[config.mk]
export PLATFORM = sky130hd
export DESIGN_NAME = stage_d_flat
export DESIGN_NICKNAME = d
export VERILOG_FILES = /design/src/rtl/stage_d_pkg.sv /design/src/rtl/stage_d_if.sv /design/src/rtl/stage_d_regfile.sv /design/src/rtl/stage_d.sv /design/src/flat_wrapper.sv
export SDC_FILE = /design/constraint.sdc
export NUM_CORES = 2
export LEC_CHECK = 0
export CAP_MARGIN = 20
export CORE_UTILIZATION = 30
export CTS_CLUSTER_DIAMETER = 50
export DETAILED_ROUTE_END_ITERATION = 7
export GPL_TIMING_DRIVEN = 0
export PLACE_DENSITY_LB_ADDON = 0.25
export RECOVER_POWER = 50
export SYNTH_ARGS = -nofsm -noshare
export SYNTH_HDL_FRONTEND = slang
export SYNTH_SLANG_ARGS = --single-unit
export TNS_END_PERCENT = 20
[constraint.sdc]
create_clock -name clk -period 6.6 [get_ports clk]
set_input_delay 0.66 -clock clk [delete_from_list [all_inputs] [get_ports clk]]
set_output_delay 0.66 -clock clk [all_outputs]
set_load 0.02 [all_outputs]
[src/rtl/stage_d_pkg.sv]
// Shared definitions for the decode stage: MIPS-I opcode constants, instruction
// field positions, the register index type and the destination-register decode.
package stage_d_pkg;

    typedef logic [4:0] reg_idx_t;

    // Instruction field bit positions
    localparam int OPC_MSB = 31;
    localparam int OPC_LSB = 26;
    localparam int RS_MSB  = 25;
    localparam int RS_LSB  = 21;
    localparam int RT_MSB  = 20;
    localparam int RT_LSB  = 16;
    localparam int RD_MSB  = 15;
    localparam int RD_LSB  = 11;
    localparam int IMM_MSB = 15;
    localparam int IMM_LSB = 0;
    localparam int FN_MSB  = 5;
    localparam int FN_LSB  = 0;

    // Opcode constants and ranges
    localparam logic [5:0] OP_SPECIAL    = 6'd0;
    localparam logic [5:0] OP_JAL        = 6'd3;
    localparam logic [5:0] OP_ALUI_FIRST = 6'd8;
    localparam logic [5:0] OP_ALUI_LAST  = 6'd15;
    localparam logic [5:0] OP_MEM_FIRST  = 6'd32;
    localparam logic [5:0] OP_MEM_LAST   = 6'd39;

    localparam reg_idx_t REG_ZERO = 5'd0;
    localparam reg_idx_t REG_RA   = 5'd31;

    // Destination register of an instruction; REG_ZERO means "writes nothing".
    function automatic reg_idx_t decode_wbr(input logic [31:0] instr);
        logic [5:0] opc;
        reg_idx_t   wbr;
        opc = instr[OPC_MSB:OPC_LSB];
        wbr = REG_ZERO;
        if (opc == OP_SPECIAL) begin
            wbr = instr[RD_MSB:RD_LSB];
        end else if (opc == OP_JAL) begin
            wbr = REG_RA;
        end else if ((opc >= OP_ALUI_FIRST && opc <= OP_ALUI_LAST) ||
                     (opc >= OP_MEM_FIRST && opc <= OP_MEM_LAST)) begin
            wbr = instr[RT_MSB:RT_LSB];
        end
        return wbr;
    endfunction

endpackage

[src/rtl/stage_d_if.sv]
// Signal bundle around the decode stage: fetch input, forwarding sources from
// X/M/WB, control, and the decoded outputs.
//
// Handshake: i_valid qualifies i_instr/i_pc/i_npc in the cycle they are
// presented. D accepts them on a clock edge only when neither stall nor
// d_hazzard is high; d_hazzard is the fetch stage's stall (an inverted ready),
// so fetch must keep i_* stable while it is asserted. d_valid qualifies every
// d_* output; flush drops the instruction in D regardless of the other inputs.
interface stage_d_if;
    import stage_d_pkg::*;

    logic        stall;
    logic        flush;
    logic        i_valid;
    logic [31:0] i_instr;
    logic [31:0] i_pc;
    logic [31:0] i_npc;
    logic        x_valid;
    reg_idx_t    x_wbr;
    logic [31:0] x_res;
    logic        x_is_load;
    logic        m_valid;
    reg_idx_t    m_wbr;
    logic [31:0] m_res;
    logic        wb_valid;
    reg_idx_t    wb_wbr;
    logic [31:0] wb_res;
    logic        d_valid;
    logic [31:0] d_instr;
    logic [31:0] d_pc;
    logic [31:0] d_npc;
    logic [5:0]  d_opcode;
    logic [5:0]  d_fn;
    reg_idx_t    d_rs;
    reg_idx_t    d_rt;
    reg_idx_t    d_wbr;
    logic [31:0] d_simm;
    logic [31:0] d_op1;
    logic [31:0] d_op2;
    logic        d_hazzard;

    modport master (
        output stall, flush, i_valid, i_instr, i_pc, i_npc,
        output x_valid, x_wbr, x_res, x_is_load, m_valid, m_wbr, m_res,
        output wb_valid, wb_wbr, wb_res,
        input  d_valid, d_instr, d_pc, d_npc, d_opcode, d_fn, d_rs, d_rt,
        input  d_wbr, d_simm, d_op1, d_op2, d_hazzard
    );

    modport slave (
        input  stall, flush, i_valid, i_instr, i_pc, i_npc,
        input  x_valid, x_wbr, x_res, x_is_load, m_valid, m_wbr, m_res,
        input  wb_valid, wb_wbr, wb_res,
        output d_valid, d_instr, d_pc, d_npc, d_opcode, d_fn, d_rs, d_rt,
        output d_wbr, d_simm, d_op1, d_op2, d_hazzard
    );

endinterface

[src/rtl/stage_d_regfile.sv]
// 32x32 register file, two synchronous read ports (one RAM copy each) and one
// write port. The read address follows the incoming instruction while D loads
// and the held D fields otherwise, so a held instruction re-reads every cycle.
// Read-during-write returns the old contents; $0 always reads as zero.
module stage_d_regfile
    import stage_d_pkg::*;
#(
    parameter bit REGS_INIT_ZERO = 1'b1
) (
    input  logic        clk,
    input  logic        rd_from_i,
    input  reg_idx_t    i_rs,
    input  reg_idx_t    i_rt,
    input  reg_idx_t    d_rs,
    input  reg_idx_t    d_rt,
    input  logic        wb_valid,
    input  reg_idx_t    wb_wbr,
    input  logic [31:0] wb_res,
    output logic [31:0] rdata_a,
    output logic [31:0] rdata_b
);

    reg_idx_t    raddr_a;
    reg_idx_t    raddr_b;
    logic        we;
    logic [31:0] mem_a_rd;
    logic [31:0] mem_b_rd;
    logic [31:0] rdata_a_d, rdata_a_q;
    logic [31:0] rdata_b_d, rdata_b_q;

    // Read address select, write enable and $0 masking
    always_comb begin
        raddr_a   = rd_from_i ? i_rs : d_rs;
        raddr_b   = rd_from_i ? i_rt : d_rt;
        we        = wb_valid && (wb_wbr != REG_ZERO);
        rdata_a_d = (raddr_a == REG_ZERO) ? 32'd0 : mem_a_rd;
        rdata_b_d = (raddr_b == REG_ZERO) ? 32'd0 : mem_b_rd;
    end

    generate
        if (REGS_INIT_ZERO) begin : g_init_zero
            logic [31:0] mem_a [32] = '{default: '0};
            logic [31:0] mem_b [32] = '{default: '0};

            // Write both copies together
            always_ff @(posedge clk) begin
                if (we) begin
                    mem_a[wb_wbr] <= wb_res;
                    mem_b[wb_wbr] <= wb_res;
                end
            end

            assign mem_a_rd = mem_a[raddr_a];
            assign mem_b_rd = mem_b[raddr_b];
        end else begin : g_no_init
            logic [31:0] mem_a [32];
            logic [31:0] mem_b [32];

            // Write both copies together
            always_ff @(posedge clk) begin
                if (we) begin
                    mem_a[wb_wbr] <= wb_res;
                    mem_b[wb_wbr] <= wb_res;
                end
            end

            assign mem_a_rd = mem_a[raddr_a];
            assign mem_b_rd = mem_b[raddr_b];
        end
    endgenerate

    // Registered read data (old data on a same-cycle write)
    always_ff @(posedge clk) begin
        rdata_a_q <= rdata_a_d;
        rdata_b_q <= rdata_b_d;
    end

    assign rdata_a = rdata_a_q;
    assign rdata_b = rdata_b_q;

endmodule

[src/rtl/stage_d.sv]
// Decode stage: registers the fetched instruction, extracts MIPS-I fields,
// reads the register file, bypasses operands and raises d_hazzard on RAW.
// Optional macro BYPASS_EN enables the X/M bypass paths; without it the
// stage stalls on any X/M producer match instead.
module stage_d
    import stage_d_pkg::*;
#(
    parameter bit REGS_INIT_ZERO = 1'b1
) (
    input logic      clk,
    input logic      rst,
    stage_d_if.slave bus
);

    logic        valid_d, valid_q;
    logic [31:0] instr_d, instr_q;
    logic [31:0] pc_d, pc_q;
    logic [31:0] npc_d, npc_q;
    reg_idx_t    wbr_d, wbr_q;
    reg_idx_t    rs_q, rt_q;
    logic        hazard;
    logic        held;
    logic        rd_from_i;
    logic        x_hit;
    logic [31:0] ram_a, ram_b;
    logic [31:0] op1, op2;

    assign rs_q = instr_q[RS_MSB:RS_LSB];
    assign rt_q = instr_q[RT_MSB:RT_LSB];

    // Operand bypass: $0, then X, M, WB, then the registered RAM value
    function automatic logic [31:0] fwd(input reg_idx_t r, input logic [31:0] ram);
        logic [31:0] v;
        v = ram;
        if (r == REG_ZERO) begin
            v = 32'd0;
`ifdef BYPASS_EN
        end else if (bus.x_valid && bus.x_wbr == r) begin
            v = bus.x_res;
        end else if (bus.m_valid && bus.m_wbr == r) begin
            v = bus.m_res;
`endif
        end else if (bus.wb_valid && bus.wb_wbr == r) begin
            v = bus.wb_res;
        end
        return v;
    endfunction

`ifdef BYPASS_EN
    // Only an X-stage load can produce a value too late to forward
    always_comb begin
        x_hit  = bus.x_valid && bus.x_wbr != REG_ZERO &&
                 (bus.x_wbr == rs_q || bus.x_wbr == rt_q);
        hazard = valid_q && x_hit && bus.x_is_load;
    end
`else
    logic m_hit;
    logic unused_fwd;
    assign unused_fwd = ^{bus.x_res, bus.m_res, bus.x_is_load};

    // No X/M forwarding: any pending X or M producer of a source must stall
    always_comb begin
        x_hit  = bus.x_valid && bus.x_wbr != REG_ZERO &&
                 (bus.x_wbr == rs_q || bus.x_wbr == rt_q);
        m_hit  = bus.m_valid && bus.m_wbr != REG_ZERO &&
                 (bus.m_wbr == rs_q || bus.m_wbr == rt_q);
        hazard = valid_q && (x_hit || m_hit);
    end
`endif

    // Next D contents: flush beats hold beats load
    always_comb begin
        held      = bus.stall || hazard;
        rd_from_i = !bus.flush && !held;
        valid_d   = valid_q;
        instr_d   = instr_q;
        pc_d      = pc_q;
        npc_d     = npc_q;
        wbr_d     = wbr_q;
        if (bus.flush) begin
            valid_d = 1'b0;
            pc_d    = 32'd0;
            npc_d   = 32'd0;
        end else if (!held) begin
            valid_d = bus.i_valid;
            instr_d = bus.i_instr;
            pc_d    = bus.i_pc;
            npc_d   = bus.i_npc;
            wbr_d   = decode_wbr(bus.i_instr);
        end
    end

    // D pipeline registers
    always_ff @(posedge clk) begin
        if (rst) begin
            valid_q <= 1'b0;
            instr_q <= 32'd0;
            pc_q    <= 32'd0;
            npc_q   <= 32'd0;
            wbr_q   <= REG_ZERO;
        end else begin
            valid_q <= valid_d;
            instr_q <= instr_d;
            pc_q    <= pc_d;
            npc_q   <= npc_d;
            wbr_q   <= wbr_d;
        end
    end

    stage_d_regfile #(
        .REGS_INIT_ZERO(REGS_INIT_ZERO)
    ) u_regfile (
        .clk      (clk),
        .rd_from_i(rd_from_i),
        .i_rs     (bus.i_instr[RS_MSB:RS_LSB]),
        .i_rt     (bus.i_instr[RT_MSB:RT_LSB]),
        .d_rs     (rs_q),
        .d_rt     (rt_q),
        .wb_valid (bus.wb_valid),
        .wb_wbr   (bus.wb_wbr),
        .wb_res   (bus.wb_res),
        .rdata_a  (ram_a),
        .rdata_b  (ram_b)
    );

    // Bypassed operands
    always_comb begin
        op1 = fwd(rs_q, ram_a);
        op2 = fwd(rt_q, ram_b);
    end

    assign bus.d_valid   = valid_q;
    assign bus.d_instr   = instr_q;
    assign bus.d_pc      = pc_q;
    assign bus.d_npc     = npc_q;
    assign bus.d_opcode  = instr_q[OPC_MSB:OPC_LSB];
    assign bus.d_fn      = instr_q[FN_MSB:FN_LSB];
    assign bus.d_rs      = rs_q;
    assign bus.d_rt      = rt_q;
    assign bus.d_wbr     = wbr_q;
    assign bus.d_simm    = {{16{instr_q[IMM_MSB]}}, instr_q[IMM_MSB:IMM_LSB]};
    assign bus.d_op1     = op1;
    assign bus.d_op2     = op2;
    assign bus.d_hazzard = hazard;

endmodule

[src/flat_wrapper.sv]
// flat-port wrapper written by rule: the top's interface ports become plain ports
module stage_d_flat import stage_d_pkg::*;
#(
    parameter bit REGS_INIT_ZERO = 1'b1
)
  (clk, rst, bus_stall, bus_flush, bus_i_valid, bus_i_instr, bus_i_pc, bus_i_npc, bus_x_valid, bus_x_wbr, bus_x_res, bus_x_is_load, bus_m_valid, bus_m_wbr, bus_m_res, bus_wb_valid, bus_wb_wbr, bus_wb_res, bus_d_valid, bus_d_instr, bus_d_pc, bus_d_npc, bus_d_opcode, bus_d_fn, bus_d_rs, bus_d_rt, bus_d_wbr, bus_d_simm, bus_d_op1, bus_d_op2, bus_d_hazzard);
  stage_d_if bus_i ();
  input logic clk;
  input logic rst;
  input wire logic [$bits(bus_i.stall)-1:0] bus_stall;
  input wire logic [$bits(bus_i.flush)-1:0] bus_flush;
  input wire logic [$bits(bus_i.i_valid)-1:0] bus_i_valid;
  input wire logic [$bits(bus_i.i_instr)-1:0] bus_i_instr;
  input wire logic [$bits(bus_i.i_pc)-1:0] bus_i_pc;
  input wire logic [$bits(bus_i.i_npc)-1:0] bus_i_npc;
  input wire logic [$bits(bus_i.x_valid)-1:0] bus_x_valid;
  input wire logic [$bits(bus_i.x_wbr)-1:0] bus_x_wbr;
  input wire logic [$bits(bus_i.x_res)-1:0] bus_x_res;
  input wire logic [$bits(bus_i.x_is_load)-1:0] bus_x_is_load;
  input wire logic [$bits(bus_i.m_valid)-1:0] bus_m_valid;
  input wire logic [$bits(bus_i.m_wbr)-1:0] bus_m_wbr;
  input wire logic [$bits(bus_i.m_res)-1:0] bus_m_res;
  input wire logic [$bits(bus_i.wb_valid)-1:0] bus_wb_valid;
  input wire logic [$bits(bus_i.wb_wbr)-1:0] bus_wb_wbr;
  input wire logic [$bits(bus_i.wb_res)-1:0] bus_wb_res;
  output wire logic [$bits(bus_i.d_valid)-1:0] bus_d_valid;
  output wire logic [$bits(bus_i.d_instr)-1:0] bus_d_instr;
  output wire logic [$bits(bus_i.d_pc)-1:0] bus_d_pc;
  output wire logic [$bits(bus_i.d_npc)-1:0] bus_d_npc;
  output wire logic [$bits(bus_i.d_opcode)-1:0] bus_d_opcode;
  output wire logic [$bits(bus_i.d_fn)-1:0] bus_d_fn;
  output wire logic [$bits(bus_i.d_rs)-1:0] bus_d_rs;
  output wire logic [$bits(bus_i.d_rt)-1:0] bus_d_rt;
  output wire logic [$bits(bus_i.d_wbr)-1:0] bus_d_wbr;
  output wire logic [$bits(bus_i.d_simm)-1:0] bus_d_simm;
  output wire logic [$bits(bus_i.d_op1)-1:0] bus_d_op1;
  output wire logic [$bits(bus_i.d_op2)-1:0] bus_d_op2;
  output wire logic [$bits(bus_i.d_hazzard)-1:0] bus_d_hazzard;
  assign bus_i.stall = bus_stall;
  assign bus_i.flush = bus_flush;
  assign bus_i.i_valid = bus_i_valid;
  assign bus_i.i_instr = bus_i_instr;
  assign bus_i.i_pc = bus_i_pc;
  assign bus_i.i_npc = bus_i_npc;
  assign bus_i.x_valid = bus_x_valid;
  assign bus_i.x_wbr = bus_x_wbr;
  assign bus_i.x_res = bus_x_res;
  assign bus_i.x_is_load = bus_x_is_load;
  assign bus_i.m_valid = bus_m_valid;
  assign bus_i.m_wbr = bus_m_wbr;
  assign bus_i.m_res = bus_m_res;
  assign bus_i.wb_valid = bus_wb_valid;
  assign bus_i.wb_wbr = bus_wb_wbr;
  assign bus_i.wb_res = bus_wb_res;
  assign bus_d_valid = bus_i.d_valid;
  assign bus_d_instr = bus_i.d_instr;
  assign bus_d_pc = bus_i.d_pc;
  assign bus_d_npc = bus_i.d_npc;
  assign bus_d_opcode = bus_i.d_opcode;
  assign bus_d_fn = bus_i.d_fn;
  assign bus_d_rs = bus_i.d_rs;
  assign bus_d_rt = bus_i.d_rt;
  assign bus_d_wbr = bus_i.d_wbr;
  assign bus_d_simm = bus_i.d_simm;
  assign bus_d_op1 = bus_i.d_op1;
  assign bus_d_op2 = bus_i.d_op2;
  assign bus_d_hazzard = bus_i.d_hazzard;
  stage_d #(.REGS_INIT_ZERO(REGS_INIT_ZERO)) u_core (.clk(clk), .rst(rst), .bus(bus_i));
endmodule
==> results.toml <==
[logic_synthesis]
synth_top_area_share_pct = 56.83
synthAdderAreaFrac_pct = 0
synth_compound_area_share_pct = 8.440
ys_warn_count = 0
yosys.area_share.simple_pct = 13.12
syn_inst = 4439
synth.area.top_cells = "edfxtp_1, nand2_1, dfxtp_1"
async_flop_share_pct = 0
synth.cell_area_mm2 = 0.05411
synth_top_area_cell = "edfxtp_1"
synth_seq_cells = 1190
synth-main-ff-cell = "edfxtp_1"
synth_top_family_by_area = "simple AND/OR/NAND/NOR gates"
synth_mux_area_share_pct = 11.35
yosysSeqAreaShare_pct = 62.97
synthXorXnorAreaFrac_pct = 0.5018
synth_edf_count = 1024
ys_types = 44
syn_area_per_cell_um2 = 12.19

[sta]
setup_viol = 0
worst_clock_skew_ns = 0.03406
period_needed_ns = 6.186
worstMarginPinSlew_ns = 2.106
finalCritPeriodShare_pct = 93.72
finalSetupTns_ns = 0
final_hold_viol_count = 0
rsz0062_at_grt = "no"
hold_slack_ns = 0.4134
max_slew_margin_pct = -40.42
slew_violations = 188
max_freq_mhz = 161.7

[global_routing]
grt_usage_pct = 27.34
gr-total-overflow = 0
grt_max_degree = 35
grt_pass1_wl_um = 340400
antenna_found_initial = 13
grt_pass1_vias = 41770

[critical_path]
end_kind = "flip-flop"
crit_slowest_cell = "clkbuf_1"
r2r_setup_slack_ns = 0.41
path_cells = "clkbuf_1 -> xnor2_1 -> nand3_1 -> o22ai_1 -> a221oi_4 -> mux2i_1 -> buf_2 -> buf_2 -> buf_1 -> clkbuf_1 -> nand2_1 -> nand3_1 -> nand4_1 -> nand4_1"
cp.required_ns = 7.27
crit_buf_inv = 5
critPathLaunchType = "flip-flop"
cp_slowest_stage_delay_ns = 0.94
arrival_ns = 6.85
cp_top_family = "buffers and inverters"
worst-path-max-fanout = 10
path_class = "reg2reg"

[clock_network]
clk_pin_slew_worst_paths_ns = 0.06
htreeDepth = 4
insertion_delay_ns = 0.80
cts_tree = "yes"
cts_setup_buffers = 0
clk_path_buf_depth = 3
cts_root_buffer = "clkbuf_16"
clkSinkCount = 1190
postCtsHoldBufs = 0
numCtsBuffers = 147
post_cts_resize_count = 0

[die]
ioPinCount = 437
start_util_pct = 30.26
core_mm2 = 0.1788
die_w_um = 426.7
chipHeight_um = 426.7
rows = 155
die-area_mm2 = 0.1821

[final_layout]
fin_area_mm2 = 0.06748
synthToLayoutAreaGrowth_pct = 24.71
fillers = 17290
drive_gt1_share_pct = 12.84
nets = 5309

[drt]
drt-total-wl_um = 256000
drt-pass1-iter-count = 8
vias = 44090
via_per_inst = 5.821
drt_iter0_drc = 7136
wl_per_cell_um = 33.81
drc = 0
detail-route-antenna-nets = 0

[place]
gp_congestion = 0.9650
dp_hpwl_um = 185300
placed_area_mm2 = 0.06264
port_buffers = 366

[status]
violations = "max-capacitance violations, max-slew violations"
status = "finished with violations"

[power_and_ir_drop]
powerDensity_mw_per_mm2 = 295.0
vdd_ir_drop_max_uv = 289.2
power.total_mw = 19.91
power_leakage_nw = 22.64

[worst_hold_path]
hold_class = "in2reg"

[flow_run]
maxCapViolations = 10
==> Yosys cell counts, drive strengths merged (8+ instances only) <==
library cell,n
nand2,1127
o22ai,52
nand4,128
nand3,269
a32oi,109
a22oi,111
mux2i,286
a221oi,65
xnor2,23
a31oi,51
a21oi,260
buf,203
dfxtp,166
edfxtp,1024
mux4,142
clkbuf,195
nor2,135
xor2,8
o21ai,37
==> power by group <==
group	switching, mW	total, mW	internal (mW)
Clock	3.40	8.58	5.18
Sequential	0.0919	8.47	8.37
Combinational	1.98	2.87	0.882
==> registers in the layout (all words and copies together), names as in the netlist <==
name                                cells
u_core.bus.d_wbr                        5
u_core.u_regfile.g_init_zero.mem_b    992
u_core.bus.d_pc                        32
u_core.bus.d_valid                      1
u_core.u_regfile.rdata_b               32
u_core.u_regfile.rdata_a               32
u_core.u_regfile.g_init_zero.mem_a     32
u_core.bus.d_instr                     32
u_core.bus.d_npc                       32
==> worst min-delay path, delay by kind of cell <==
family / cells / cell delay [ns]
AO/OA/AOI/OAI: 1 / 0.05
AND/OR/NAND/NOR: 1 / 0.06
buffers and inverters: 1 / 0.40
==> layout make-up <==
type / instances / area [um2] / share of cell area (%)
antenna: 6 / 15.01 / 0.02225
clock inverter: 80 / 996.0 / 1.476
multi-input combinational: 2880 / 18400 / 27.27
sequential: 1190 / 34070 / 50.49
tap: 2355 / 2947 / 4.367
buffer: 398 / 1952 / 2.892
clock buffer: 188 / 4113 / 6.095
inverter: 2 / 7.507 / 0.01112
timing repair buffer: 474 / 4980 / 7.380
==> cells by family (layout without fill, tap and decap cells) <==
kind of cell	Yosys count	count (layout)
AO/OA/AOI/OAI	690	690
XOR/XNOR	31	31
buffers and inverters	400	1142
flip-flops	1190	1190
multiplexers	435	435
other	1	38
AND/OR/NAND/NOR	1692	1692
==> cells in the final DEF, fill, tap and decap left out, drive strengths merged, types with 6 or more instances in the layout <==
master / Yosys / layout
bufinv: 0 / 19
a22oi: 111 / 111
a32oi: 109 / 109
nor2: 135 / 135
a221oi: 65 / 65
dfxtp: 166 / 166
inv: 2 / 17
o22ai: 52 / 52
nand4: 128 / 128
nor3: 6 / 6
nand3b: 7 / 7
diode: 0 / 6
nand3: 269 / 269
nand2: 1127 / 1127
buf: 203 / 269
a31oi: 51 / 51
xor2: 8 / 8
clkinvlp: 0 / 10
mux4: 142 / 142
clkbuf: 195 / 426
edfxtp: 1024 / 1024
xnor2: 23 / 23
clkinv: 0 / 36
dlygate4sd3: 0 / 32
conb: 1 / 32
o21ai: 37 / 37
mux2i: 286 / 286
clkdlybuf4s50: 0 / 333
mux2: 7 / 7
a21oi: 260 / 260
==> layer usage <==
layer / share of wire, % / vias to the layer above / GRT usage (%)
met1: 37 / 21980 / 33.91
met3: 12 / 718 / 7.974
met4: 6.3 / 6 / 16.04
met2: 45 / 3384 / 42.22
met5: 0.029 / - / 0
li1: - / 18000 / -
==> stage by stage <==
stage / utilization [%] / setup WS (ns) / std cells
detailed placement: 35.03 / 0.2223 / 7273
CTS: 37.89 / 0.4122 / 7541
floorplan: - / 3.124 / 4470
global route: 37.74 / 0.5280 / 7573
finish: 37.74 / 0.4143 / 7573
global placement: 34.02 / 0.09497 / 7191
==> final timing paths <==
check | cells past startpoint | startpoint | endpoint
worst min register to register | 2 | u_core.bus.d_npc[12]$_SDFFE_PP0N_ | u_core.bus.d_npc[12]$_SDFFE_PP0N_
worst max-delay path | 14 | u_core.bus.d_instr[21]$_SDFFE_PP0N_ | u_core.u_regfile.rdata_a[29]$_SDFF_PN0_
worst min-delay path | 3 | bus_i_pc[20] | u_core.bus.d_pc[20]$_SDFFE_PP0N_
worst max register to register | 14 | u_core.bus.d_instr[21]$_SDFFE_PP0N_ | u_core.u_regfile.rdata_a[29]$_SDFF_PN0_
(Power assumes the default switching activity.)
